File: config.mk
export PLATFORM = sky130hd
export DESIGN_NAME = apb_master_fsm
export DESIGN_NICKNAME = d
export VERILOG_FILES = /design/src/rtl/apb_bridge_pkg.sv /design/src/rtl/apb_timeout_cnt.sv /design/src/rtl/apb_master_fsm.sv
export SDC_FILE = /design/constraint.sdc
export NUM_CORES = 1
export LEC_CHECK = 0
export ABC_AREA = 0
export BUFFER_PORTS_ARGS = -buffer_cell sky130_fd_sc_hd__buf_2
export CORE_MARGIN = 8
export CORE_UTILIZATION = 47
export CTS_CLUSTER_SIZE = 20
export DETAILED_ROUTE_END_ITERATION = 16
export PLACE_DENSITY = 0.94
export SKIP_LAST_GASP = 1
export SYNTH_ARGS = -nofsm -noshare
export SYNTH_HDL_FRONTEND = slang
export SYNTH_SLANG_ARGS = --single-unit
File: constraint.sdc
create_clock -name clk -period 3.7 [get_ports clk]
set_clock_uncertainty 0.1 [all_clocks]
set_input_delay 0.37 -clock clk [delete_from_list [all_inputs] [get_ports clk]]
set_output_delay 0.37 -clock clk [all_outputs]
set_load 0.02 [all_outputs]
File: src/rtl/apb_bridge_pkg.sv
// Shared types, field layout and constants for the APB bridge master sequencer.
package apb_bridge_pkg;

    typedef enum logic [1:0] {
        IDLE   = 2'd0,
        SETUP  = 2'd1,
        ACCESS = 2'd2,
        RESP   = 2'd3
    } apb_mst_state_t;

    localparam int APB_ADDR_W = 32;
    localparam int APB_DATA_W = 32;

    localparam logic [2:0] PPROT_DEFAULT = 3'b000;

    // Request entry layout, MSB to LSB: {write, addr, wdata, strb}
    localparam int REQ_STRB_LSB = 0;

    function automatic int req_w(input int aw, input int dw);
        return aw + dw + dw / 8 + 1;
    endfunction

    function automatic int req_wdata_lsb(input int dw);
        return dw / 8;
    endfunction

    function automatic int req_addr_lsb(input int dw);
        return dw + dw / 8;
    endfunction

    function automatic int req_write_bit(input int aw, input int dw);
        return aw + dw + dw / 8;
    endfunction

    // Response entry layout, MSB to LSB: {slverr, rdata}
    localparam int RSP_RDATA_LSB = 0;

    function automatic int rsp_w(input int dw);
        return dw + 1;
    endfunction

    function automatic int rsp_slverr_bit(input int dw);
        return dw;
    endfunction

endpackage

File: src/rtl/apb_timeout_cnt.sv
// Wait-state counter for the APB master; expire_o flags the LIMIT-th stalled cycle.
module apb_timeout_cnt #(
    parameter int LIMIT = 256
) (
    input  logic clk,
    input  logic rst,
    input  logic clr_i,
    input  logic en_i,
    output logic expire_o
);

    localparam int CNT_W = $clog2(LIMIT + 1);

    logic [CNT_W-1:0] cnt_q;

    // Count stalled cycles; cleared on reset and on every new transfer
    always_ff @(posedge clk) begin
        if (rst) begin
            cnt_q <= {CNT_W{1'b0}};
        end else if (clr_i) begin
            cnt_q <= {CNT_W{1'b0}};
        end else if (en_i) begin
            cnt_q <= cnt_q + CNT_W'(1);
        end else begin
            cnt_q <= cnt_q;
        end
    end

    // Combinational so the FSM can pick between pready and abort in the same cycle
    assign expire_o = en_i && (cnt_q == CNT_W'(LIMIT - 1));

endmodule

File: src/rtl/apb_master_fsm.sv
// APB master sequencer: request FIFO -> APB SETUP/ACCESS -> response FIFO.
// Optional slave-stall abort is built when APB_MST_TIMEOUT_EN is defined.
module apb_master_fsm
    import apb_bridge_pkg::*;
#(
    parameter int ADDR_W         = APB_ADDR_W,
    parameter int DATA_W         = APB_DATA_W,
    parameter int TIMEOUT_CYCLES = 256
) (
    input  logic                               clk,
    input  logic                               rst,
    input  logic [ADDR_W+DATA_W+DATA_W/8:0]    req_data,
    input  logic                               req_empty,
    output logic                               req_pop,
    output logic [DATA_W:0]                    rsp_data,
    input  logic                               rsp_full,
    output logic                               rsp_push,
    output logic                               psel,
    output logic                               penable,
    output logic                               pwrite,
    output logic [ADDR_W-1:0]                  paddr,
    output logic [DATA_W-1:0]                  pwdata,
    output logic [DATA_W/8-1:0]                pstrb,
    output logic [2:0]                         pprot,
    input  logic                               pready,
    input  logic                               pslverr,
    input  logic [DATA_W-1:0]                  prdata
);

    localparam int STRB_W     = DATA_W / 8;
    localparam int REQ_W      = req_w(ADDR_W, DATA_W);
    localparam int RSP_W      = rsp_w(DATA_W);
    localparam int WDATA_LSB  = req_wdata_lsb(DATA_W);
    localparam int ADDR_LSB   = req_addr_lsb(DATA_W);
    localparam int WRITE_BIT  = req_write_bit(ADDR_W, DATA_W);
    localparam int SLVERR_BIT = rsp_slverr_bit(DATA_W);

    if (DATA_W % 8 != 0 || TIMEOUT_CYCLES < 1 || REQ_W != $bits(req_data) || RSP_W != $bits(rsp_data)) begin : g_bad_cfg
        $error("apb_master_fsm: DATA_W must be a multiple of 8 and TIMEOUT_CYCLES >= 1");
    end

    apb_mst_state_t      state_q;
    logic                psel_q;
    logic                penable_q;
    logic                pwrite_q;
    logic [ADDR_W-1:0]   paddr_q;
    logic [DATA_W-1:0]   pwdata_q;
    logic [STRB_W-1:0]   pstrb_q;
    logic [DATA_W:0]     rsp_data_q;
    logic                rsp_push_q;

    logic                pop_s;
    logic                req_write_s;
    logic [ADDR_W-1:0]   req_addr_s;
    logic [DATA_W-1:0]   req_wdata_s;
    logic [STRB_W-1:0]   req_strb_s;

    assign req_write_s = req_data[WRITE_BIT];
    assign req_addr_s  = req_data[ADDR_LSB +: ADDR_W];
    assign req_wdata_s = req_data[WDATA_LSB +: DATA_W];
    assign req_strb_s  = req_data[REQ_STRB_LSB +: STRB_W];

    // Pop only from IDLE when a request exists and a response slot is guaranteed
    always_comb begin
        pop_s = 1'b0;
        if (!rst && state_q == IDLE) begin
            pop_s = !req_empty && !rsp_full;
        end else begin
            pop_s = 1'b0;
        end
    end

`ifdef APB_MST_TIMEOUT_EN
    logic tmo_clr_s;
    logic tmo_en_s;
    logic tmo_expire_s;

    assign tmo_clr_s = (state_q == SETUP);
    assign tmo_en_s  = (state_q == ACCESS) && !pready;

    apb_timeout_cnt #(
        .LIMIT (TIMEOUT_CYCLES)
    ) u_timeout_cnt (
        .clk      (clk),
        .rst      (rst),
        .clr_i    (tmo_clr_s),
        .en_i     (tmo_en_s),
        .expire_o (tmo_expire_s)
    );
`endif

    // Transfer sequencer with registered APB and FIFO-side outputs
    always_ff @(posedge clk) begin
        if (rst) begin
            state_q    <= IDLE;
            psel_q     <= 1'b0;
            penable_q  <= 1'b0;
            pwrite_q   <= 1'b0;
            paddr_q    <= {ADDR_W{1'b0}};
            pwdata_q   <= {DATA_W{1'b0}};
            pstrb_q    <= {STRB_W{1'b0}};
            rsp_data_q <= {(DATA_W + 1){1'b0}};
            rsp_push_q <= 1'b0;
        end else begin
            rsp_push_q <= 1'b0;
            case (state_q)
                IDLE: begin
                    if (pop_s) begin
                        paddr_q   <= req_addr_s;
                        pwrite_q  <= req_write_s;
                        pwdata_q  <= req_write_s ? req_wdata_s : {DATA_W{1'b0}};
                        pstrb_q   <= req_write_s ? req_strb_s : {STRB_W{1'b0}};
                        psel_q    <= 1'b1;
                        penable_q <= 1'b0;
                        state_q   <= SETUP;
                    end
                end
                SETUP: begin
                    penable_q <= 1'b1;
                    state_q   <= ACCESS;
                end
                ACCESS: begin
                    if (pready) begin
                        rsp_data_q[SLVERR_BIT]                <= pslverr;
                        rsp_data_q[RSP_RDATA_LSB +: DATA_W]   <= pwrite_q ? {DATA_W{1'b0}} : prdata;
                        psel_q     <= 1'b0;
                        penable_q  <= 1'b0;
                        rsp_push_q <= 1'b1;
                        state_q    <= RESP;
`ifdef APB_MST_TIMEOUT_EN
                    end else if (tmo_expire_s) begin
                        rsp_data_q <= {1'b1, {DATA_W{1'b0}}};
                        psel_q     <= 1'b0;
                        penable_q  <= 1'b0;
                        rsp_push_q <= 1'b1;
                        state_q    <= RESP;
`endif
                    end else begin
                        state_q <= ACCESS;
                    end
                end
                RESP: begin
                    state_q <= IDLE;
                end
                default: begin
                    psel_q    <= 1'b0;
                    penable_q <= 1'b0;
                    state_q   <= IDLE;
                end
            endcase
        end
    end

    assign req_pop  = pop_s;
    assign rsp_data = rsp_data_q;
    assign rsp_push = rsp_push_q;
    assign psel     = psel_q;
    assign penable  = penable_q;
    assign pwrite   = pwrite_q;
    assign paddr    = paddr_q;
    assign pwdata   = pwdata_q;
    assign pstrb    = pstrb_q;
    assign pprot    = PPROT_DEFAULT;

endmodule
==> metrics.txt, run 1 <==
nature of the critical path startpoint register; average size of a mapped cell 9.245 um^2; Final setup viols 0; Tmin final roughly 2800 ps; Final Hold Fails 0; Sum Neg Setup Slack 0 ps; Die H 106.2 um; Worst Hold Class in2reg; number of buffers inserted for hold repair after clock tree synthesis 0; startpoint of the worst hold path req_data[43]; category of the most critical setup path reg2out; routed wire length 10920 um; number of antenna violations at the first check in global routing 0; clock tree from TritonCTS built; final worst path period share 0.7639; number of enable-type register cells in the synthesized netlist 0; total design power 2.624 mW; setup fix buffers added after clock tree synthesis 0; GRT Util Overall 0.1842; max cap viols 0; detailed-placement wirelength estimate 8140 um; number of buffer cells added on primary ports 212; area share of the largest cell type after synthesis 0.5597; max-slew violation total from the final report 0; io pins 216; result of the run finished, final reports clean; worst max-slew margin expressed relative to the limit 0.5408; biggest area consumer among synthesized cells dfxtp_1; core footprint 8051 um^2; RSZ-0062 raised after global routing no; global-route wire length before repair 17420 um; share of the yosys chip area belonging to registers 0.5597; power density cells 516.2 nW/um^2; startpoint of the worst register-to-register path state_q[0]; synth top area cells dfxtp_1 56%, nand2_1 10%, a22o_1 7.3%; fraction of power spent switching nets 0.3114; share of power burned in the clock network 0.280; Critical Path Fanout Max 70; Clk Tree Root Cell clkbuf_8; reg2reg path depth 6; number of unique standard cell types used by synthesis 24; master of the slowest instance on the critical path or4b_2; cells along the critical path inv_1 > ha_1 > or4b_2 > clkinv_4 > buf_2; number of levels in the clock H-tree 3; cts bufs inserted 9; die width 106.2 um; Syn Inst Count 414; Resized cells post-CTS 0; remaining global-route overflow 0; floorplan row count 33; Worst Setup Slack post-DPL ~1300 ps; DRC violation total after the first TritonRoute iteration 151; remaining antenna violation count after routing 0; internal power ~1.8 mW; CTS Sinks roughly 110; worst endpoint required time roughly 3200 ps; buffer levels on the longest clock path 2; number of diodes 0; DR DRC count 0; final core area utilization 0.6312; nets 719; post-detailed-route via-to-cell ratio 5.038; critical path capture point type primary output; clk_lat worst skew 340 ps; clock input transition at the sequential cells of the worst setup and hold paths approximately 110 ps; power dissipated by switching net loads 816.9 uW; fin worst setup slack 873.5 ps; async set or reset register ratio after synthesis 0; maximum cell stage delay along the critical path 660 ps; pin count of the biggest net entering global routing 79; Hold Crit Endpoint paddr[7]; number of instances on the worst hold path 3; worst r2r dst state_q[0]; area delta synth->final 32.79%; Routed WL per cell 15.22 um; relative contribution of sequential cells to total power 0.501; leakage power figure ~2.6 nW; combined area of all synthesized cells 3827 um^2; part of the power in combinational logic 0.218; share of layout cells above drive strength 1 0.3856; via count of the first global-routing pass between 3000 and 4000; Slew @ Worst Pin 688.7 ps; starting density of the core 0.4754; CP Launch Point state_q[0]; total number of vias 3612; Main synth FF type dfxtp_1; flop and latch count out of synthesis 107; synthesis warning total 0; R2R Setup Slk between 1000 and 1500 ps; worst vdd rail ir drop 0.2578 mV; final weighted congestion of routability-driven global placement 0.7643; area of the die 11290 um^2; Worst EP arrival 2360 ps; achievable clock frequency 353.8 MHz; detailed-routing iteration count for the pre-antenna-repair pass 4
-- cells in the final DEF (no fill, tap or decap) --
cell       count
a22o_1        32
dfxtp_1      107
clkinv_4       3
nand3b_1      33
nor2_1         2
inv_8          1
o21ai_0        2
o21a_1         1
nor3_1         1
bufinv_16      1
nand2b_1       3
a21oi_1       39
buf_2        212
clkbuf_8      10
mux2i_1        2
ha_1           5
or4b_2         1
a221oi_1       1
nor3_2         1
conb_1         3
a21oi_2        1
inv_1          2
a311oi_1       1
inv_6          1
nand2_1      105
buf_4          4
clkinv_2       1
nand3_1       37
-- logic make-up after synthesis --
group                    count (synthesis)  synth area share
other                                    1         0.0009798
adder cells (fa/ha/maj)                  5           0.01635
buffers and inverters                   39           0.05492
multiplexers                             2          0.005231
flip-flops                             107            0.5597
AND/OR/NAND/NOR                        183            0.2282
AO/OA/AOI/OAI                           77            0.1347
-- registers in the layout (all words and copies together) (netlist names) --
register and flops:
paddr 32, penable 1, psel 1, pstrb 4, pwdata 32, pwrite 1
rsp_data 33, rsp_push 1, state_q 2
-- metal layers --
metal  vias to the layer above  GRT usage  routed length, um
li1                       1783          -                  -
met1                      1648     0.1990               4332
met2                       162     0.3199               5349
met3                        19    0.07623               1065
met4                         0    0.05930                169
met5                         -          0                  0
-- final cells by class --
class	count	area (um^2)
Inverter	3	16.27
Timing Repair Buffer	216	1091
Fill cell	685	2969
Sequential cell	107	2142
Multi-Input combinational cell	270	1491
Clock inverter	6	72.57
Clock buffer	10	137.6
Tap cell	105	131.4
-- synth_stat cells, drive strengths merged, types with 3 or more instances --
| cell | n |
|---|---|
| buf | 17 |
| clkbuf | 19 |
| dfxtp | 107 |
| nand3b | 33 |
| nand3 | 37 |
| nand2 | 105 |
| a21oi | 40 |
| a22o | 32 |
| ha | 5 |
| nand2b | 3 |
-- how the worst max path moves through the flow --
stage                         end  slack [ps]  cells after the start
after CTS                 req_pop         880                      5
after global placement    req_pop        1290                      5
final                     req_pop         870                      5
after floorplan           req_pop        1710                      6
after global routing      req_pop         750                      5
after detailed placement  req_pop        1270                      5
-- worst max-delay path: cells and delay by family (launching register included) --
kind                     cells  cell delay (ps)
adder cells (fa/ha/maj)      1              220
buffers and inverters        3              760
flip-flops                   1              340
AND/OR/NAND/NOR              1              660
-- through the flow --
stage / cells / cell area (um^2) / hold slack, ps
after floorplan: 416 / 3835 / 369.0
after global placement: 701 / 4872 / 334.8
after detailed placement: 701 / 4872 / 341.4
after CTS: 717 / 5082 / 80.60
after global routing: 717 / 5082 / 79.72
final: 717 / 5082 / 96.07
-- power by group through the flow --
stage                     Sequential (mW)  Combinational [mW]  Clock [mW]
after global routing                 1.33               0.630       0.802
after CTS                            1.32               0.579       0.755
after floorplan                      1.45               0.257           0
final                                1.32               0.573       0.735
after global placement               1.33               0.556           0
after detailed placement             1.34               0.578           0
Note: power is estimated with default switching activity, not from simulation.
==> run 2: changes to the inputs <==
--- a/config.mk
+++ b/config.mk
@@ -8,10 +8,10 @@
 export ABC_AREA = 0
 export BUFFER_PORTS_ARGS = -buffer_cell sky130_fd_sc_hd__buf_2
 export CORE_MARGIN = 8
-export CORE_UTILIZATION = 47
+export CORE_UTILIZATION = 44
 export CTS_CLUSTER_SIZE = 20
 export DETAILED_ROUTE_END_ITERATION = 16
-export PLACE_DENSITY = 0.94
+export PLACE_DENSITY = 0.9
 export SKIP_LAST_GASP = 1
 export SYNTH_ARGS = -nofsm -noshare
 export SYNTH_HDL_FRONTEND = slang
==> constraint.sdc (replaced) <==
create_clock -name clk -period 2.7 [get_ports clk]
set_clock_uncertainty 0.1 [all_clocks]
set_input_delay 0.27 -clock clk [delete_from_list [all_inputs] [get_ports clk]]
set_output_delay 0.27 -clock clk [all_outputs]
set_load 0.02 [all_outputs]
==> run 2 against run 1 <==
  * Highest routed layer unchanged
  * Worst setup slack worse by 630 ps
  * Largest power group unchanged
  * Critical endpoint unchanged
  * Sequential share of layout area down 3.9 points
  * Hold slack worse by 85 ps
  * Register-to-register slack worse by 790 ps
  * Wire length up 15%
  * Sequential cell count unchanged
==> metrics.txt, run 2 (synthesized netlist as in run 1, its figures left out) <==
result of the run finished, final reports clean; GRT Util Overall 0.1951 (+0.01088); relative contribution of sequential cells to total power 0.487 (-0.014); die width 109.3 um (+2.8%); post-detailed-route via-to-cell ratio 4.982 (-1.1%); power dissipated by switching net loads 1.182 mW (+45%); DRC violation total after the first TritonRoute iteration 198 (+31%); global-route wire length before repair 18530 um (+6.3%); Routed WL per cell 16.26 um (+6.8%); Clk Tree Root Cell clkbuf_8; total design power 3.697 mW (+41%); clk_lat worst skew 350 ps (about the same); worst max-slew margin expressed relative to the limit 0.5273 (-0.01352); clock input transition at the sequential cells of the worst setup and hold paths 120 ps (about the same); Filler Cell Count 668 (-2.5%); number of buffer cells added on primary ports 212 (unchanged); remaining global-route overflow 0 (unchanged); nets 768 (+6.8%); share of layout cells above drive strength 1 0.3585 (-0.02707); number of antenna violations at the first check in global routing 0 (unchanged); starting density of the core 0.4454 (-0.02997); final weighted congestion of routability-driven global placement 0.7635 (-0.10%); number of diodes 0 (unchanged); max cap viols 0 (unchanged); pin count of the biggest net entering global routing 79 (unchanged); core footprint 8593 um^2 (+6.7%); Final setup viols 0 (unchanged); floorplan row count 34 (+3.0%); worst vdd rail ir drop 0.4448 mV (+73%); power density cells 660.9 nW/um^2 (+28%); share of power burned in the clock network 0.280 (about the same); internal power 2.515 mW (+39%); worst endpoint required time 2330 ps (-900 ps); critical path capture point type primary output; final worst path period share 0.9091; Placed Area 4883 um^2 (+0.23%); total number of vias 3831 (+6.1%); io pins 216 (unchanged); achievable clock frequency between 400 and 500 MHz; top library cells by usage in the layout, fill and taps aside 212 x buf_2, 107 x dfxtp_1, 105 x nand2_1; flip-flop count of the largest register, all copies and words added 33 (unchanged); clock tree from TritonCTS built; routed wire length 12500 um (+15%); R2R Setup Slk 530 ps (-790 ps); max-slew violation total from the final report 0 (unchanged); nature of the critical path startpoint register; CTS Sinks 107 (unchanged); remaining antenna violation count after routing 0 (unchanged); fraction of power spent switching nets 0.3197 (+0.008364); DR DRC count 0 (unchanged); via count of the first global-routing pass 3965 (+5.0%); category of the most critical setup path reg2out; number of levels in the clock H-tree 3 (unchanged); leading cell type in the layout, fill and taps excluded buf_2; Die H 109.3 um (+2.8%); Final Hold Fails 0 (unchanged); Worst Hold Class in2reg; part of the power in combinational logic 0.233 (+0.015); Worst EP arrival 2080 ps (-280 ps); cts bufs inserted 9 (unchanged); detailed-routing iteration count for the pre-antenna-repair pass 4 (unchanged); Sum Neg Setup Slack 0 ps (unchanged); Slew @ Worst Pin 709.0 ps (+20.28 ps); area of the die 11940 um^2 (+5.8%); buffer levels on the longest clock path 2 (unchanged); Final Instance Area 5594 um^2 (+10%); leakage power figure 2.772 nW (+8.3%); Tmin final 2455 ps; Critical Path Fanout Max 44 (-37%); area delta synth->final 46.16%; RSZ-0062 raised after global routing no; detailed-placement wirelength estimate 8435 um (+3.6%)
[run 2: power groups by stage]
stage | registers (mW) | clock network [mW] | logic (mW)
floorplan | 1.99 | 0 | 0.352
global placement | 1.83 | 0 | 0.770
detailed placement | 1.83 | 0 | 0.800
CTS | 1.80 | 1.07 | 0.852
global route | 1.82 | 1.14 | 0.939
finish | 1.80 | 1.04 | 0.860
[run 2: path summary, 6_finish.rpt]
check,startpoint,endpoint,cells past startpoint
setup reg to reg,state_q[0],pwdata[16],6
setup / recovery,state_q[0],req_pop,5
hold reg to reg,pwdata[0],pwdata[0],2
hold / removal,prdata[18],rsp_data[18],2
[run 2: metal layers]
metal  routed length, um  vias to the layer above  GRT usage  part of all wire
met2                6348                      165     0.3345              0.51
met4                 348                        0     0.1013             0.028
met1                4655                     1757     0.2093              0.37
met5                   0                        -          0                 0
li1                    -                     1883          -                 -
met3                1151                       26    0.06619             0.092
[run 2: final cells by class]
class | count | area (um^2) | share of cell area
Clock inverter | 7 | 95.09 | 0.01700
Sequential cell | 107 | 2142 | 0.3829
Multi-Input combinational cell | 270 | 1495 | 0.2673
Timing Repair Buffer | 265 | 1579 | 0.2823
Clock buffer | 9 | 123.9 | 0.02214
Inverter | 3 | 23.77 | 0.004250
Tap cell | 108 | 135.1 | 0.02416
[run 2: worst max-delay path: stages, from the launching register on]
cell,delay (ps)
dfxtp_1,340
inv_1,130
ha_1,250
or4b_4,600
clkinv_8,190
buf_2,210
[run 2: timing repair]
| item | 4_1_cts | 5_1_grt |
|---|---|---|
| endpoints found under the setup margin | 1 | 0 |
| setup buffers | 0 | 0 |
| gates resized for setup | 2 | 0 |
| endpoints found under the hold margin | 39 | 9 |
| hold buffers | 39 | 9 |
[run 2: stage by stage]
stage | worst slack, ps | instances | hold WS [ps] | utilization
2_1_floorplan | 813.9 | 416 | 269.0 | -
3_3_place_gp | 349.6 | 705 | 335.4 | 0.5683
3_5_place_dp | 244.6 | 705 | 341.3 | 0.5683
4_1_cts | 227.3 | 760 | 0.2894 | 0.6405
5_1_grt | 108.7 | 769 | -3.053 | 0.6510
6_report | 245.3 | 769 | 11.08 | 0.6510
